--- src/rtl/fixin_scoreboard.sv ---
// -----------------------------------------------------------------------------
// fixin_scoreboard
//
// Sequential checker placed after the combinational byte-fixup stage. Each
// accepted (din, fixin) pair is carried through a two-stage pipeline. The
// expected fixin is recomputed from din and compared exactly against the
// observed word. Matches and mismatches are counted over a run of
// NUM_SAMPLES accepted samples. done/pass then report the outcome.
//
// Optional feature macro: FIXIN_SCB_FIRSTBAD_EN
//   defined   : din and fixin of the first mismatch in a run are latched into
//               first_bad_din / first_bad_got. They are cleared on start.
//   undefined : first_bad_din / first_bad_got are tied to 0 and no capture
//               registers exist.
//
// Parameters
//   NUM_SAMPLES : samples accepted per run (>= 1)
//   CNT_W       : width of match / mismatch / ignored counters
//
// Ports
//   clk           in   rising-edge clock
//   reset         in   asynchronous active-high reset
//   start         in   pulse; starts a run from IDLE or DONE, ignored when busy
//   in_valid      in   (in_din, in_fixin) valid this cycle; accepted only in RUN
//   in_din        in   [7:0]  byte fed to the fixup stage
//   in_fixin      in   [15:0] word produced by the fixup stage
//   busy          out  state is RUN or DRAIN
//   done          out  state is DONE
//   pass          out  done with zero mismatches and NUM_SAMPLES matches
//   match_cnt     out  [CNT_W-1:0] saturating count of matching compares
//   mismatch_cnt  out  [CNT_W-1:0] saturating count of failing compares
//   ignored_cnt   out  [CNT_W-1:0] saturating count of in_valid outside RUN
//   first_bad_din out  [7:0]  din of the first mismatch (optional feature)
//   first_bad_got out  [15:0] fixin of the first mismatch (optional feature)
//
// Handshake: in_valid has no ready. In RUN every in_valid cycle is accepted.
// In any other state the pulse is counted in ignored_cnt and dropped.
// -----------------------------------------------------------------------------
module fixin_scoreboard #(
   parameter int NUM_SAMPLES = 4,
   parameter int CNT_W       = 8
) (
   input  logic             clk,
   input  logic             reset,
   input  logic             start,
   input  logic             in_valid,
   input  logic [7:0]       in_din,
   input  logic [15:0]      in_fixin,
   output logic             busy,
   output logic             done,
   output logic             pass,
   output logic [CNT_W-1:0] match_cnt,
   output logic [CNT_W-1:0] mismatch_cnt,
   output logic [CNT_W-1:0] ignored_cnt,
   output logic [7:0]       first_bad_din,
   output logic [15:0]      first_bad_got
);

   localparam int                ACC_W    = $clog2(NUM_SAMPLES + 1);
   localparam logic [ACC_W-1:0]  LAST_ACC = ACC_W'(NUM_SAMPLES - 1);
   localparam logic [CNT_W-1:0]  CNT_MAX  = '1;

   typedef enum logic [1:0] {
      S_IDLE  = 2'd0,
      S_RUN   = 2'd1,
      S_DRAIN = 2'd2,
      S_DONE  = 2'd3
   } state_t;

   state_t state_q, state_d;

   // Reference model of the fixup stage.
   function automatic logic [15:0] fixin_expect(input logic [7:0] din);
      logic [15:0] base;
      logic [2:0]  sh;
      logic [15:0] mask;
      base = {din, din};
      sh   = {1'b0, din[1:0]} + 3'd1;
      mask = (16'd1 << sh) - 16'd1;
      return (base << sh) | mask;
   endfunction

   function automatic logic [CNT_W-1:0] sat_inc(input logic [CNT_W-1:0] v);
      return (v == CNT_MAX) ? v : v + CNT_W'(1);
   endfunction

   // Pipeline and counter registers
   logic             s1_valid_q, s1_valid_d;
   logic [7:0]       s1_din_q, s1_din_d;
   logic [15:0]      s1_fixin_q, s1_fixin_d;
   logic             s2_valid_q, s2_valid_d;
   logic             s2_match_q, s2_match_d;
   logic [CNT_W-1:0] match_cnt_q, match_cnt_d;
   logic [CNT_W-1:0] mismatch_cnt_q, mismatch_cnt_d;
   logic [CNT_W-1:0] ignored_cnt_q, ignored_cnt_d;
   logic [ACC_W-1:0] acc_cnt_q, acc_cnt_d;

   logic accept;
   logic run_start;

   assign accept    = (state_q == S_RUN) && in_valid;
   assign run_start = start && ((state_q == S_IDLE) || (state_q == S_DONE));

   // ---------------------------------------------------------------- FSM
   always_comb begin
      state_d = state_q;
      case (state_q)
         S_IDLE:  if (start) state_d = S_RUN;
         S_RUN:   if (accept && (acc_cnt_q == LAST_ACC)) state_d = S_DRAIN;
         // S1 empty now means the final sample sits in S2. It is counted on
         // this same edge, so DRAIN lasts exactly two cycles.
         S_DRAIN: if (!s1_valid_q) state_d = S_DONE;
         S_DONE:  if (start) state_d = S_RUN;
         default: state_d = S_IDLE;
      endcase
   end

   // ----------------------------------------------------- datapath next
   always_comb begin
      s1_valid_d     = accept;
      s1_din_d       = s1_din_q;
      s1_fixin_d     = s1_fixin_q;
      s2_valid_d     = s1_valid_q;
      s2_match_d     = (fixin_expect(s1_din_q) == s1_fixin_q);
      match_cnt_d    = match_cnt_q;
      mismatch_cnt_d = mismatch_cnt_q;
      ignored_cnt_d  = ignored_cnt_q;
      acc_cnt_d      = acc_cnt_q;

      if (accept) begin
         s1_din_d   = in_din;
         s1_fixin_d = in_fixin;
      end

      // Any in_valid outside RUN is dropped. This includes the cycle in
      // which start is sampled.
      if (in_valid && (state_q != S_RUN)) ignored_cnt_d = sat_inc(ignored_cnt_q);

      if (run_start) begin
         // The pipeline is always empty in IDLE/DONE, so clearing is safe.
         match_cnt_d    = '0;
         mismatch_cnt_d = '0;
         acc_cnt_d      = '0;
      end else begin
         if (accept) acc_cnt_d = acc_cnt_q + ACC_W'(1);
         if (s2_valid_q) begin
            if (s2_match_q) match_cnt_d    = sat_inc(match_cnt_q);
            else            mismatch_cnt_d = sat_inc(mismatch_cnt_q);
         end
      end
   end

   always_ff @(posedge clk or posedge reset) begin
      if (reset) begin
         state_q        <= S_IDLE;
         s1_valid_q     <= 1'b0;
         s1_din_q       <= '0;
         s1_fixin_q     <= '0;
         s2_valid_q     <= 1'b0;
         s2_match_q     <= 1'b0;
         match_cnt_q    <= '0;
         mismatch_cnt_q <= '0;
         ignored_cnt_q  <= '0;
         acc_cnt_q      <= '0;
      end else begin
         state_q        <= state_d;
         s1_valid_q     <= s1_valid_d;
         s1_din_q       <= s1_din_d;
         s1_fixin_q     <= s1_fixin_d;
         s2_valid_q     <= s2_valid_d;
         s2_match_q     <= s2_match_d;
         match_cnt_q    <= match_cnt_d;
         mismatch_cnt_q <= mismatch_cnt_d;
         ignored_cnt_q  <= ignored_cnt_d;
         acc_cnt_q      <= acc_cnt_d;
      end
   end

`ifdef FIXIN_SCB_FIRSTBAD_EN
   // S2 carries din/fixin only when they are needed for the capture.
   logic [7:0]  s2_din_q, s2_din_d;
   logic [15:0] s2_got_q, s2_got_d;
   logic        fb_seen_q, fb_seen_d;
   logic [7:0]  fb_din_q, fb_din_d;
   logic [15:0] fb_got_q, fb_got_d;

   always_comb begin
      s2_din_d  = s1_din_q;
      s2_got_d  = s1_fixin_q;
      fb_seen_d = fb_seen_q;
      fb_din_d  = fb_din_q;
      fb_got_d  = fb_got_q;
      if (run_start) begin
         fb_seen_d = 1'b0;
         fb_din_d  = '0;
         fb_got_d  = '0;
      end else if (s2_valid_q && !s2_match_q && !fb_seen_q) begin
         fb_seen_d = 1'b1;
         fb_din_d  = s2_din_q;
         fb_got_d  = s2_got_q;
      end
   end

   always_ff @(posedge clk or posedge reset) begin
      if (reset) begin
         s2_din_q  <= '0;
         s2_got_q  <= '0;
         fb_seen_q <= 1'b0;
         fb_din_q  <= '0;
         fb_got_q  <= '0;
      end else begin
         s2_din_q  <= s2_din_d;
         s2_got_q  <= s2_got_d;
         fb_seen_q <= fb_seen_d;
         fb_din_q  <= fb_din_d;
         fb_got_q  <= fb_got_d;
      end
   end

   assign first_bad_din = fb_din_q;
   assign first_bad_got = fb_got_q;
`else
   assign first_bad_din = 8'h00;
   assign first_bad_got = 16'h0000;
`endif

   // ------------------------------------------------------------ outputs
   assign busy         = (state_q == S_RUN) || (state_q == S_DRAIN);
   assign done         = (state_q == S_DONE);
   // Compare at 32 bits so a saturated narrow counter cannot alias NUM_SAMPLES.
   assign pass         = done && (mismatch_cnt_q == '0) &&
                         (32'(match_cnt_q) == 32'(NUM_SAMPLES));
   assign match_cnt    = match_cnt_q;
   assign mismatch_cnt = mismatch_cnt_q;
   assign ignored_cnt  = ignored_cnt_q;

endmodule

--- config.mk ---
export PLATFORM = sky130hd
export DESIGN_NAME = fixin_scoreboard
export DESIGN_NICKNAME = d
export VERILOG_FILES = /design/src/rtl/fixin_scoreboard.sv
export SDC_FILE = /design/constraint.sdc
export NUM_CORES = 1
export LEC_CHECK = 0
export BUFFER_PORTS_ARGS = -buffer_cell sky130_fd_sc_hd__buf_2
export CAP_MARGIN = 0
export CORE_UTILIZATION = 28
export CTS_CLUSTER_SIZE = 24
export DETAILED_ROUTE_END_ITERATION = 8
export HOLD_SLACK_MARGIN = 0.08
export SETUP_SLACK_MARGIN = 0.4
export SKIP_CTS_REPAIR_TIMING = 1
export SLEW_MARGIN = 30
export SYNTH_ARGS = -nofsm -noshare
export SYNTH_HDL_FRONTEND = slang
export SYNTH_SLANG_ARGS = --single-unit
--- constraint.sdc ---
create_clock -name clk -period 3.9 [get_ports clk]
set_input_delay 0.39 -clock clk [delete_from_list [all_inputs] [get_ports clk]]
set_output_delay 0.39 -clock clk [all_outputs]
set_load 0.02 [all_outputs]
======== Word level (Yosys, flattened, before mapping) ========
Index checks and enable logic that the tools add are counted.
Widths: inputs -> output; s select.
operators by class
  $add $sub $neg .......................... 6
  eq/ne operators ......................... 16
  shifts and indexed selects .............. 2
  muxes and demuxes ....................... 14
  bitwise logic cells ..................... 2
  reduce and logical (&&, ||, !) cells .... 18
operators with widths
  kind                   count
  $mux 8                 8
  $add 8x1->8 const B    3
  $eq 8x8->1 const B     3
  $eq 16x16->1           1
  $or 16x16->16          1
  $shl 1x3->16 const A   1
  $shl 16x3->16          1
  $sub 16x1->16 const B  1
  $reduce_and 3->1       3
  $eq 8x3->1 const B     1
  $logic_not 8->1        1
  $ne 2x1->1 const B     4
  $logic_and 1x1->1      6
  $mux 2                 3
  $mux 3                 2
  $ne 2x2->1 const B     3
  $pmux 2 s3             1
  $reduce_bool 2->1      3
  $eq 2x2->1 const B     2
  $add 2x1->3 const B    1
  $add 3x1->3 const B    1
  $eq 3x2->1 const B     1
  $eq 2x1->1 const B     1
  $logic_not 2->1        1
  other kinds (4)        5
word-level totals
  register bits ........................... 56
  output and inout port bits .............. 51

======== Longest topological paths before layout ========
  depth in word-level cells ............... 5
  gate-level depth with buffers ........... 12

======== Worst setup path after synthesis ========
Ideal clock, no wire load.
  kind .................................... register to register
  from .................................... reg s1_din_q[0]
  to ...................................... reg s2_match_q
  library setup time ...................... 0.096 ns
  arrival time ............................ 3.100 ns
  data required time ...................... 3.804 ns
  setup slack ............................. 0.705 ns
  stages on the path, launching flop included .. 11
  buffers on the path ..................... 2
  clock period less this slack ............ 3.195 ns
  cell sequence ........................... dfrtp_1 clkbuf_1 inv_1 ha_1 buf_6 mux4_2 and2_1 or4_1 a221oi_1 nand4_1 nor4_2
on the way
  longest elaborated chain between the ends .. 5
  elaborated cells on any way between the ends .. 6
  classes of those cells .................. add/sub: 2; eq/ne: 1; shift: 2; bitwise: 1
ends and longest elaborated chain
  element                 line  RTL
  from (decl)             89    logic [7:0] s1_din_q, s1_din_d;
  from (signal assigned)  168   s1_din_q <= s1_din_d;
  $add 2x1->3             78    sh = {1'b0, din[1:0]} + 3'd1;
  $shl 1x3->16            79    mask = (16'd1 << sh) - 16'd1;
  $sub 16x1->16           79
  $or 16x16->16 *         80    return (base << sh) | mask;
  $eq 16x16->1 *          124   s2_match_d = (fixin_expect(s1_din_q) == s1_fixin_q);
  named net s2_match_d    92    logic s2_match_q, s2_match_d;
  to (signal assigned)    171   s2_match_q <= s2_match_d;
  to (decl)               92
The timed path passes the listed nets; every way through them passes the cells marked *.
A chain may end at the register's enable or synchronous reset.

======== Final worst setup path ========
  from .................................... reg s1_din_q[1]
  to ...................................... reg s2_match_q
Same word-level chain as after synthesis.

==> summary.txt <==
Worst setup path
  – Worst setup EP type: flop
  – CP Max Fanout: 14
  – Worst EP arrival: 3.42 ns
  – Startpoint Class: flop
  – Critical path type: flop to flop
  – Worst R2R Setup Slack: 0.68 ns
  – Worst EP required: 4.11 ns

Clock network
  – CTS root buf: clkbuf_16
  – TritonCTS clock tree: yes
  – CTS sink cnt: 56
  – Clk_lat worst skew: 0.30 ns
  – Clock Path Buffers: 2
  – CTS clk-pin slew, worst paths: 0.08 ns
  – CTS buffer count: 5
  – H-tree depth: 2

Die
  – I/O pin cnt: 79
  – Die Y-Extent: 114 µm
  – Row cnt: 40
  – Die W: 114 µm
  – Die ar.: 0.0130 mm²
  – Core area: 0.0121 mm²
  – Initial core utilization: 29.0%

Routing
  – Vias/cell: 4.66
  – Initial DRC count: 97
  – WL per Instance: 13.5 µm
  – DRT Pass-1 Iters: 5
  – Vias post-DR: 2,641
  – Post-route DRC: 0
  – ANT nets after route: 0
  – Routed WL: 7640 µm

Timing
  – Tmin final: 3.22 ns
  – Setup TNS: 0 ns
  – Actual slew at the worst max-slew pin: 0.708 ns
  – Period utilization: 82.5%
  – F_max: 311 MHz
  – Final Skew: 0.00610 ns
  – Max-slew headroom: 52.8%
  – # setup viols final: 0
  – Max Slew Vio Count: 0
  – Final hold viol count: 0
  – RSZ-0062 raised after global routing: no

Logic synthesis
  – Netlist Area Pre-Place: 0.00352 mm²
  – FFs w/ async S/R, synth: 100%
  – Primary FF master, synth: dfrtp_1
  – Synth Area per Inst: 10.2 µm²
  – Yosys reg bits: 56
  – Synth Warn #: 0
  – Sequential fraction of the synthesis area: 39.9%
  – Number of synthesized flops with an enable pin: 0
  – Count of cell types in the netlist: 53
  – Cells after synthesis: 346

Power and ir drop
  – Total power draw: 3260 µW
  – Leak: 0.00190 µW
  – Max IR drop VDD: 319 µV
  – Power Density: 807 mW/mm²

Global routing
  – Pin count of the biggest net entering global routing: 34
  – Grt total ovfl: 0
  – First-pass GRT wire length: 12,700 µm
  – Vias in the first global route: 2,503
  – Initial antenna violation count: 0
  – Tot GR Track Use: 12.3%

Placement
  – IO buf count: 54
  – RePlAce Congestion: 0.860
  – Post-DP HPWL: 5760 µm

Hold path
  – Hold Path Class: input pin to asynchronous set/reset pin

Final layout
  – FILL cells: 1,268
  – ANT cells: 0
  – Nets: 447
  – Layout cells sized above 1: 25.8%
  – Area Growth Syn to Fin: 15.0%

Run
  – MaxCap Viol Count: 0

Outcome
  – Outcome: finished, final reports clean
-- where the power goes --
part	internal (µW)	total, µW	switching, µW
combinational	807	1720	915
sequential	781	1020	241
clock	302	518	216
-- state kept, by name, summed over array words and instances, names as in the netlist --
register and flops:
s1_din_q 8, ignored_cnt 8, s2_valid_q 1, s1_fixin_q 16, match_cnt 8, mismatch_cnt 8
acc_cnt_q 3, s2_match_q 1, s1_valid_q 1, state_q 2
-- critical path: stages (launching register included) --
cell and delay [ns]:
dfrtp_1 0.48, ha_1 0.39, or4_1 0.67, inv_1 0.15
ha_1 0.28, xnor2_1 0.15, o31ai_1 0.21, nand3_1 0.10
a221oi_1 0.27, nand4_1 0.15, nor4_2 0.28
-- final cells by class --
class | instances | area, µm² | area share, %
Clock inverter | 3 | 42.5 | 1.05
Timing Repair Buffer | 57 | 293 | 7.24
Inverter | 16 | 60.1 | 1.49
Multi-Input combinational cell | 262 | 1910 | 47.3
Sequential cell | 56 | 1400 | 34.7
Clock buffer | 5 | 125 | 3.09
Tap cell | 168 | 210 | 5.20
-- per-layer routing --
metal	global-route usage [%]	wire length, µm	vias to the layer above
met2	20.6	3660	82
met1	15.9	3500	1282
li1	-	-	1267
met4	3.98	135	0
met5	0	0	-
met3	2.54	343	10
-- synth_stat cells (3+ instances only) --
| library cell | number | area (µm²) |
|---|---|---|
| a21oi_1 | 11 | 55.1 |
| and2_1 | 4 | 25.0 |
| and3_1 | 8 | 50.1 |
| and4_1 | 3 | 26.3 |
| buf_4 | 24 | 180 |
| clkbuf_1 | 9 | 33.8 |
| dfrtp_1 | 56 | 1400 |
| ha_1 | 21 | 263 |
| inv_1 | 15 | 56.3 |
| mux2_2 | 28 | 315 |
| mux2i_1 | 5 | 50.1 |
| mux4_2 | 4 | 90.1 |
| nand2_1 | 22 | 82.6 |
| nand2b_1 | 8 | 50.1 |
| nand3_1 | 8 | 40.0 |
| nand4_1 | 8 | 50.1 |
| nor2_1 | 29 | 109 |
| o211ai_1 | 3 | 22.5 |
| o21ai_0 | 12 | 60.1 |
| xnor2_1 | 14 | 123 |
| xor2_1 | 13 | 114 |
-- kinds of logic after synthesis --
| group | synth area share, % |
|---|---|
| flip-flops | 39.9 |
| AO/OA/AOI/OAI | 8.61 |
| XOR/XNOR | 6.73 |
| AND/OR/NAND/NOR | 16.1 |
| other | 0.107 |
| buffers and inverters | 8.22 |
| multiplexers | 13.0 |
| adder cells (fa/ha/maj) | 7.47 |
-- per-stage QoR --
stage	utilization [%]	hold WS, ns	setup slack, ns	instances	area, µm²
after CTS	33.4	0.126	0.673	567	4040
after floorplan	-	0.355	0.705	369	3600
after global routing	33.4	0.175	0.466	567	4040
after detailed placement	32.0	0.390	0.681	559	3880
final	33.4	0.111	0.683	567	4040
after global placement	32.0	0.398	0.825	559	3880
-- final timing paths --
path                                  start  depth (start not counted)        endpoint
worst max register to register  s1_din_q[1]                         10      s2_match_q
min in group clk                in_fixin[1]                          2   s1_fixin_q[1]
worst max-delay path            s1_din_q[1]                         10      s2_match_q
worst min-delay path                  reset                          2  ignored_cnt[1]
max in group asynchronous             reset                          3   s1_fixin_q[5]
worst min register to register   s1_valid_q                          0      s2_valid_q
-- cells in the final DEF (no fill, tap or decap), drive strengths merged, types with 2 or more instances in the layout --
master	n
conb	24
nand3b	2
a21oi	11
and4	3
nand2b	8
clkinv	2
mux2i	5
o211ai	3
xnor2	14
nor4b	2
ha	21
nand3	8
nor2	29
clkbuf	5
buf	57
or3	2
xor2	13
a221oi	2
mux2	28
nand4b	2
o31ai	2
and2	4
o21ai	12
nand2	22
nand4	8
and3	8
o22ai	2
or4	2
a41oi	2
inv	15
nor4	2
mux4	4
dfrtp	56
No activity file was read; power rests on OpenSTA's default activity.
